`src/rtl/uart_tx_arbiter.sv`:
```
// Round-robin arbiter sharing one UART transmitter between several requesters.
// Optional ISSUE timeout is enabled by defining UART_TX_ARB_TIMEOUT_EN.
module uart_tx_arbiter #(
  parameter int requesters     = 4,
  parameter int word_width     = 8,
  parameter int timeout_cycles = 1024
) (
  input  logic                             clk,
  input  logic                             rst_n,
  input  logic [requesters-1:0]            req_valid,
  input  logic [requesters*word_width-1:0] req_data,
  output logic [requesters-1:0]            req_ready,
  output logic                             uart_write,
  output logic [word_width-1:0]            uart_T_W,
  input  logic                             uart_T_locked,
  output logic [$clog2(requesters)-1:0]    grant_id,
  output logic                             busy,
  output logic                             timeout_err
);
  localparam int PW = $clog2(requesters);

  // Handshake: a requester's word is accepted on a rising clk edge where
  // req_valid[i] & req_ready[i]; req_data must hold steady while req_valid is high.
  typedef enum logic [1:0] {IDLE, ISSUE, DRAIN} state_t;

  state_t                state, state_nxt;
  logic [PW-1:0]         rr_ptr, rr_ptr_nxt, grant_id_nxt, gnt, next_ptr;
  logic [word_width-1:0] hold, hold_nxt;
  logic                  write_nxt, busy_nxt, found;
  int                    idx;

`ifdef UART_TX_ARB_TIMEOUT_EN
  localparam int CW = (timeout_cycles > 1) ? $clog2(timeout_cycles) : 1;
  logic [CW-1:0] cnt, cnt_nxt;
  logic          tmo_nxt;
`endif

  // First valid port at or above rr_ptr, wrapping past the top port.
  always_comb begin
    found = 1'b0;
    gnt   = '0;
    idx   = 0;
    for (int k = 0; k < requesters; k++) begin
      idx = int'(rr_ptr) + k;
      if (idx >= requesters) idx = idx - requesters;
      if (!found && req_valid[idx]) begin
        found = 1'b1;
        gnt   = idx[PW-1:0];
      end
    end
  end

  assign next_ptr = (grant_id == PW'(requesters - 1)) ? '0 : grant_id + 1'b1;
  assign uart_T_W = hold;

  always_comb begin
    state_nxt    = state;
    rr_ptr_nxt   = rr_ptr;
    hold_nxt     = hold;
    grant_id_nxt = grant_id;
    write_nxt    = uart_write;
    busy_nxt     = busy;
    req_ready    = '0;
`ifdef UART_TX_ARB_TIMEOUT_EN
    cnt_nxt      = cnt;
    tmo_nxt      = 1'b0;
`endif
    case (state)
      IDLE: begin
        // rst_n gating keeps req_ready quiet while reset is held.
        if (found && !uart_T_locked && rst_n) begin
          req_ready[gnt] = 1'b1;
          hold_nxt       = req_data[gnt*word_width +: word_width];
          grant_id_nxt   = gnt;
          write_nxt      = 1'b1;
          busy_nxt       = 1'b1;
          state_nxt      = ISSUE;
`ifdef UART_TX_ARB_TIMEOUT_EN
          cnt_nxt        = '0;
`endif
        end
      end
      ISSUE: begin
        if (uart_T_locked) begin
          write_nxt = 1'b0;
          state_nxt = DRAIN;
        end
`ifdef UART_TX_ARB_TIMEOUT_EN
        else if (cnt == CW'(timeout_cycles - 1)) begin
          tmo_nxt    = 1'b1;
          write_nxt  = 1'b0;
          busy_nxt   = 1'b0;
          hold_nxt   = '0;
          rr_ptr_nxt = next_ptr;
          state_nxt  = IDLE;
        end else begin
          cnt_nxt = cnt + 1'b1;
        end
`endif
      end
      DRAIN: begin
        if (!uart_T_locked) begin
          busy_nxt   = 1'b0;
          rr_ptr_nxt = next_ptr;
          state_nxt  = IDLE;
        end
      end
      default: state_nxt = IDLE;
    endcase
  end

  always_ff @(posedge clk or negedge rst_n) begin
    if (!rst_n) begin
      state      <= IDLE;
      rr_ptr     <= '0;
      hold       <= '0;
      grant_id   <= '0;
      uart_write <= 1'b0;
      busy       <= 1'b0;
    end else begin
      state      <= state_nxt;
      rr_ptr     <= rr_ptr_nxt;
      hold       <= hold_nxt;
      grant_id   <= grant_id_nxt;
      uart_write <= write_nxt;
      busy       <= busy_nxt;
    end
  end

`ifdef UART_TX_ARB_TIMEOUT_EN
  always_ff @(posedge clk or negedge rst_n) begin
    if (!rst_n) begin
      cnt         <= '0;
      timeout_err <= 1'b0;
    end else begin
      cnt         <= cnt_nxt;
      timeout_err <= tmo_nxt;
    end
  end
`else
  assign timeout_err = 1'b0;
`endif

endmodule

```
`config.mk`:
```
export PLATFORM = sky130hd
export DESIGN_NAME = uart_tx_arbiter
export DESIGN_NICKNAME = d
export VERILOG_FILES = /design/src/rtl/uart_tx_arbiter.sv
export SDC_FILE = /design/constraint.sdc
export NUM_CORES = 1
export LEC_CHECK = 0
export BUFFER_PORTS_ARGS = -buffer_cell sky130_fd_sc_hd__buf_2
export CAP_MARGIN = 0
export CORE_ASPECT_RATIO = 0.9
export CORE_UTILIZATION = 43
export CTS_CLUSTER_DIAMETER = 80
export CTS_CLUSTER_SIZE = 24
export DETAILED_ROUTE_END_ITERATION = 10
export GPL_ROUTABILITY_DRIVEN = 0
export GPL_TIMING_DRIVEN = 0
export PLACE_DENSITY = 0.78
export SLEW_MARGIN = 5
export SYNTH_ARGS = -nofsm -noshare
export SYNTH_HDL_FRONTEND = slang
export SYNTH_SLANG_ARGS = --single-unit
export TNS_END_PERCENT = 20
```
`constraint.sdc`:
```
create_clock -name clk -period 2.4 [get_ports clk]
set_input_delay 0.48 -clock clk [delete_from_list [all_inputs] [get_ports clk]]
set_output_delay 0.48 -clock clk [all_outputs]
set_load 0.03 [all_outputs]
```
## Word-level counts from Yosys, hierarchy flattened

Index checks and enable logic that the tools add are counted.

- $add $sub $neg: 8
- Magnitude comparators: 10
- Equality and inequality tests: 6
- Shift-type cells: 1
- Muxes and demuxes: 38
- Bitwise operators: 1
- Reduce and logical (&&, ||, !) cells: 18

Operators by type and width:

| operator | number |
|---|---|
| < comparator 32 x 4 -> 1 bit, second input constant | 4 |
| 2-to-1 mux 32 bit | 4 |
| indexed part select 32 x 6 -> 8 bit | 1 |
| 2-to-1 mux 1 bit | 16 |
| 2-to-1 mux 2 bit | 8 |
| subtractor 3 x 3 -> 4 bit, second input constant | 3 |
| greater-or-equal comparator 3 bit, second input constant | 3 |
| AND reduction 3 bit | 3 |
| binary-select mux 1 bit (select 2 bit) | 4 |
| 2-to-1 mux 4 bit | 2 |
| adder 2 x 2 -> 3 bit, second input constant | 2 |
| logical AND 1 bit | 6 |
| inequality test 2 bit, second input constant | 3 |
| one-hot mux 2 bit (3 select lines) | 1 |
| == test 2 bit, second input constant | 2 |
| zero test 1 bit | 4 |
| one-hot mux 1 bit (2 select lines) | 2 |
| AND reduction 2 bit | 2 |
| nonzero test 2 bit | 2 |
| subtractor 2 x 3 -> 4 bit, second input constant | 1 |
| adder 2 x 1 -> 3 bit, second input constant | 1 |
| greater-or-equal comparator 2 x 3 -> 1 bit, second input constant | 1 |
| < comparator 2 x 3 -> 1 bit, second input constant | 1 |
| adder 2 x 1 -> 2 bit, second input constant | 1 |
| 5 further kinds | 5 |

- Flip-flop bits (word level): 16
- Input bits: 39
- Output and inout bits: 17
- Word-level logic and storage cells: 88

## Logic depth before layout (Yosys ltp)

- Word-level depth: 21
- Mapped depth: 7
- Depth with buffers taken out: 5

## Worst setup path after synthesis

Ideal clock, no wire load.

- Path type: input -> output
- From: input req_valid[1]
- To: output req_ready[1]
- Data arrival time: 1773 ps
- Data required time: 1920 ps
- Slack: 147 ps
- Stages: 6
- Path buffers: 2
- Cell sequence: a21boi_0 -> o221ai_2 -> buf_6 -> buf_12 -> or2_1 -> nor2_1

- Longest elaborated chain between the ends: 19
- Elaborated cells on any way between the ends: 35
- Classes of those cells: 2 x order compare; 24 x mux; 9 x reduce/logical

Ends and longest elaborated chain:

| element | RTL line | RTL |
|---|---|---|
| start: declaration | 10 | `input logic [requesters-1:0] req_valid,` |
| binary-select mux 1 bit (select 2 bit) | 46 | `if (!found && req_valid[idx]) begin` |
| 2-to-1 mux 1 bit (implied by the code) (2 in series) | 46 |  |
| 2-to-1 mux 1 bit | 46 |  |
| zero test 1 bit | 46 |  |
| logical AND 1 bit | 46 |  |
| 2-to-1 mux 1 bit | 46 |  |
| zero test 1 bit | 46 |  |
| logical AND 1 bit | 46 |  |
| [2 not listed] | -- |  |
| logical AND 1 bit | 46 |  |
| 2-to-1 mux 2 bit | 46 |  |
| < comparator 2 x 3 -> 1 bit (implied by the code) or greater-or-equal comparator 2 x 1 -> 1 bit (tied branches) | 72 | `req_ready[gnt] = 1'b1;` |
| logical AND 1 bit (implied by the code) | 72 |  |
| 2-to-1 mux 1 bit (implied by the code) | 72 |  |
| demux 1 bit (select 2 bit) | 72 |  |
| 2-to-1 mux 4 bit * | 71 | `if (found && !uart_T_locked && rst_n) begin` |
| 2-to-1 mux 4 bit * | 68 | `case (state)` |
| end: declaration | 12 | `output logic [requesters-1:0] req_ready,` |

Mark *: on every way between the ends. The rest lies on a longest branch, timed or not. The select of a mux whose other input is x is not followed.

## Worst setup path after layout

- From: register rr_ptr[1]
- To: output req_ready[3]

- Longest elaborated chain between the ends: 21
- Elaborated cells on any way between the ends: 50
- Classes of those cells: 7 x add/sub; 6 x order compare; 28 x mux; 9 x reduce/logical

Ends and longest elaborated chain:

| element | RTL line | RTL |
|---|---|---|
| start: declaration | 27 | `logic [PW-1:0] rr_ptr, rr_ptr_nxt, grant_id_nxt, gnt, next_ptr;` |
| start signal: assignment | 122 | `rr_ptr <= rr_ptr_nxt;` |
| parallel branches: the longest is 19 deep, another holds subtractor 3 x 3 -> 4 bit | -- |  |
| 2-to-1 mux 4 bit * | 71 |  |
| 2-to-1 mux 4 bit * | 68 |  |

Mark *: on every way between the ends. The select of a mux whose other input is x is not followed.

==> impl_metrics.env <==
export IMPL_core_area_um2=2202
export IMPL_p_per_area_nw_per_um2=1016
export IMPL_crit_slowest_cell="dfrtp_2"
export IMPL_synth_flop_cell="dfrtp_1"
export IMPL_grt_max_degree=18
export IMPL_crit_path_max_incr_delay_ps=460
export IMPL_synth_cells=103
export IMPL_grt_first_pass_wirelength_mm=3.532
export IMPL_cp_num_buf_inv=3
export IMPL_drt_initial_drc_count=10
export IMPL_io_pins=56
export IMPL_min_period_ps=2334
export IMPL_critPathKind="flip-flop to output port"
export IMPL_clkTransAtPathRegs_ps=90
export IMPL_crit_family="flip-flops"
export IMPL_yosys_area_top_type="dfrtp_1"
export IMPL_hold_viol_final=0
export IMPL_fmax_mhz=428.5
export IMPL_start_kind="flip-flop"
export IMPL_rows=16
export IMPL_slew_viol_final=0
export IMPL_dieArea_um2=2546
export IMPL_cp_max_fo=10
export IMPL_yosys_top_cells_count="dfrtp_1 (16), mux2i_1 (16), nor3_1 (16)"
export IMPL_wirelength_mm=2.405
export IMPL_htree_levels=1
export IMPL_avgSynthCellArea_um2=9.803
export IMPL_nFillCells=196
export IMPL_root_buffer="clkbuf_4"
export IMPL_p_leak_uw=0.0007750
export IMPL_cp_required_ps=1920
export IMPL_postRouteAntennaNets=0
export IMPL_numCtsBuffers=3
export IMPL_viasPerCell=5.058
export IMPL_synth_distinct_cells=30
export IMPL_ys_seq_area_share_pct=39.65
export IMPL_synth_seq_cells=16
export IMPL_synth_edf_count=0
export IMPL_antenna_found_initial=0
export IMPL_dp_hpwl_mm=1.851
export IMPL_min_path_type="input port to asynchronous set/reset pin"
export IMPL_ys_async_sr_fraction_pct=100.0
export IMPL_seq_power_share_pct=33.6
export IMPL_vias=956
export IMPL_dr_pass1_iters=4
export IMPL_fin_util_pct=62.10
export IMPL_first_global_vias=824
export IMPL_max_vdd_ir_drop_mv=0.5948
export IMPL_syn_to_final_growth_pct=35.44
export IMPL_power_frac_clock_pct=10.0
export IMPL_die_y_um=47.97
export IMPL_io_buffer_count=54
export IMPL_arrival_ps=1850
export IMPL_clk_latency_ps=280
export IMPL_status="finished, final reports clean"
export IMPL_skew_ps=2.273
export IMPL_p_switching_uw=622.1
export IMPL_cts_tree="built"
export IMPL_start_util_pct=45.85
export IMPL_rsz0062_at_grt="no"
export IMPL_setup_viol=0
export IMPL_post_route_drc_count=0
export IMPL_ys_warn_count=0
export IMPL_cts_max_path_buffers=2
export IMPL_path_cells="a21boi_1 > o221ai_2 > buf_6 > buf_12 > or2_4 > nor2_2 > buf_4"
export IMPL_drive_gt1_share_pct=45.06
export IMPL_maxCapViolations=0
export IMPL_antenna_cells=0
export IMPL_setup_tns_final_ps=0
export IMPL_finalNetCount=204
export IMPL_cts_sinks=16
export IMPL_synth_top_area_share_pct=39.65
export IMPL_synth_area_top_cells="dfrtp_1 (40%), mux2i_1 (16%), nor3_1 (7.9%)"
export IMPL_die_w_um=53.08
export IMPL_grt_usage_pct=19.85
export IMPL_wire_per_inst_um=12.72
export IMPL_synth_nets=143
export IMPL_combPwrFrac_pct=56.3
export IMPL_syn_area_um2=1010
export IMPL_critical_path_endpoint_type="output port"
export IMPL_finalCritPeriodShare_pct=97.25
export IMPL_swShare_pct=44.77
export IMPL_internal_power_uw=767.5
export IMPL_grt_overflow_total=0
[repair_timing]
action                     CTS  global route
setup endpoints to repair    4             3
buffers inserted             2             0
pin swaps                    0             1
gates resized for setup      3             8
hold buffers                 0             0
[cells by family (layout without fill, tap and decap cells)]
logic type | after synthesis | count (layout) | share of synthesized area (%)
buffers and inverters | 11 | 70 | 7.435
other | 1 | 1 | 0.3714
and+or+nand+nor | 36 | 36 | 17.72
muxes | 18 | 18 | 18.46
DFF | 16 | 16 | 39.65
adders and majority gates | 1 | 1 | 1.239
AOI/OAI and AO/OA | 20 | 20 | 15.12
[per-stage QoR]
step | setup WS, ps | hold slack [ps] | area [um2] | cells | total power [uW]
6_report | 66.07 | 95.88 | 1368 | 189 | 1390
5_1_grt | 2.486 | 124.2 | 1368 | 189 | 1475
4_1_cts | 18.15 | 106.2 | 1355 | 189 | 1396
3_5_place_dp | -49.25 | 418.5 | 1314 | 184 | 1239
3_3_place_gp | -41.20 | 412.3 | 1314 | 184 | 1216
2_1_floorplan | 146.6 | 184.4 | 1010 | 103 | 1021
[registers in the layout (all words and copies together) (netlist names)]
signal / flops
busy: 1
grant_id: 2
rr_ptr: 2
state: 2
uart_T_W: 8
uart_write: 1
[final timing paths]
kind | startpoint | end | slack, ps | cells past startpoint
setup / recovery | rr_ptr[1] | req_ready[3] | 70 | 7
min in group clk | uart_T_locked | state[0] | 390 | 2
max in group asynchronous | rst_n | rr_ptr[1] | 2010 | 1
hold / removal | rst_n | uart_write | 100 | 1
setup reg to reg | rr_ptr[1] | uart_T_W[4] | 470 | 7
hold reg to reg | busy | busy | 490 | 2
[metal layers]
metal  global-route usage, %  vias to the layer above  wire length (um)
met4                   10.53                        0                35
met3                   2.222                        5               140
met1                   26.90                      423              1130
li1                        -                      492                 -
met5                       0                        -                 0
met2                   31.65                       36              1098
[placed cells by master (no fill, tap or decap), types with 2 or more instances in the layout]
| cell type | n |
|---|---|
| buf_2 | 54 |
| mux2i_1 | 16 |
| a21oi_1 | 3 |
| nand2b_1 | 3 |
| nand2_1 | 8 |
| o21ai_1 | 2 |
| nor3_1 | 16 |
| inv_1 | 3 |
| dfrtp_1 | 15 |
| clkbuf_4 | 3 |
| a211o_1 | 8 |
| nor2_1 | 4 |
| buf_4 | 7 |
[layout make-up]
type / instances / area (um2) / area share, %
buffer: 8 / 66.31 / 4.849
multi-input combinational: 76 / 539.3 / 39.43
inverter: 3 / 11.26 / 0.8234
tap: 27 / 33.78 / 2.470
sequential: 16 / 401.6 / 29.37
timing repair buffer: 56 / 292.8 / 21.41
clock buffer: 3 / 22.52 / 1.647
[power groups by stage]
stage	clock network (uW)	registers (uW)	logic, uW
2_1_floorplan	0	639	382
3_3_place_gp	0	463	754
3_5_place_dp	0	469	770
4_1_cts	142	468	786
5_1_grt	151	482	843
6_report	139	467	783
Note: power is estimated with default switching activity, not from simulation.
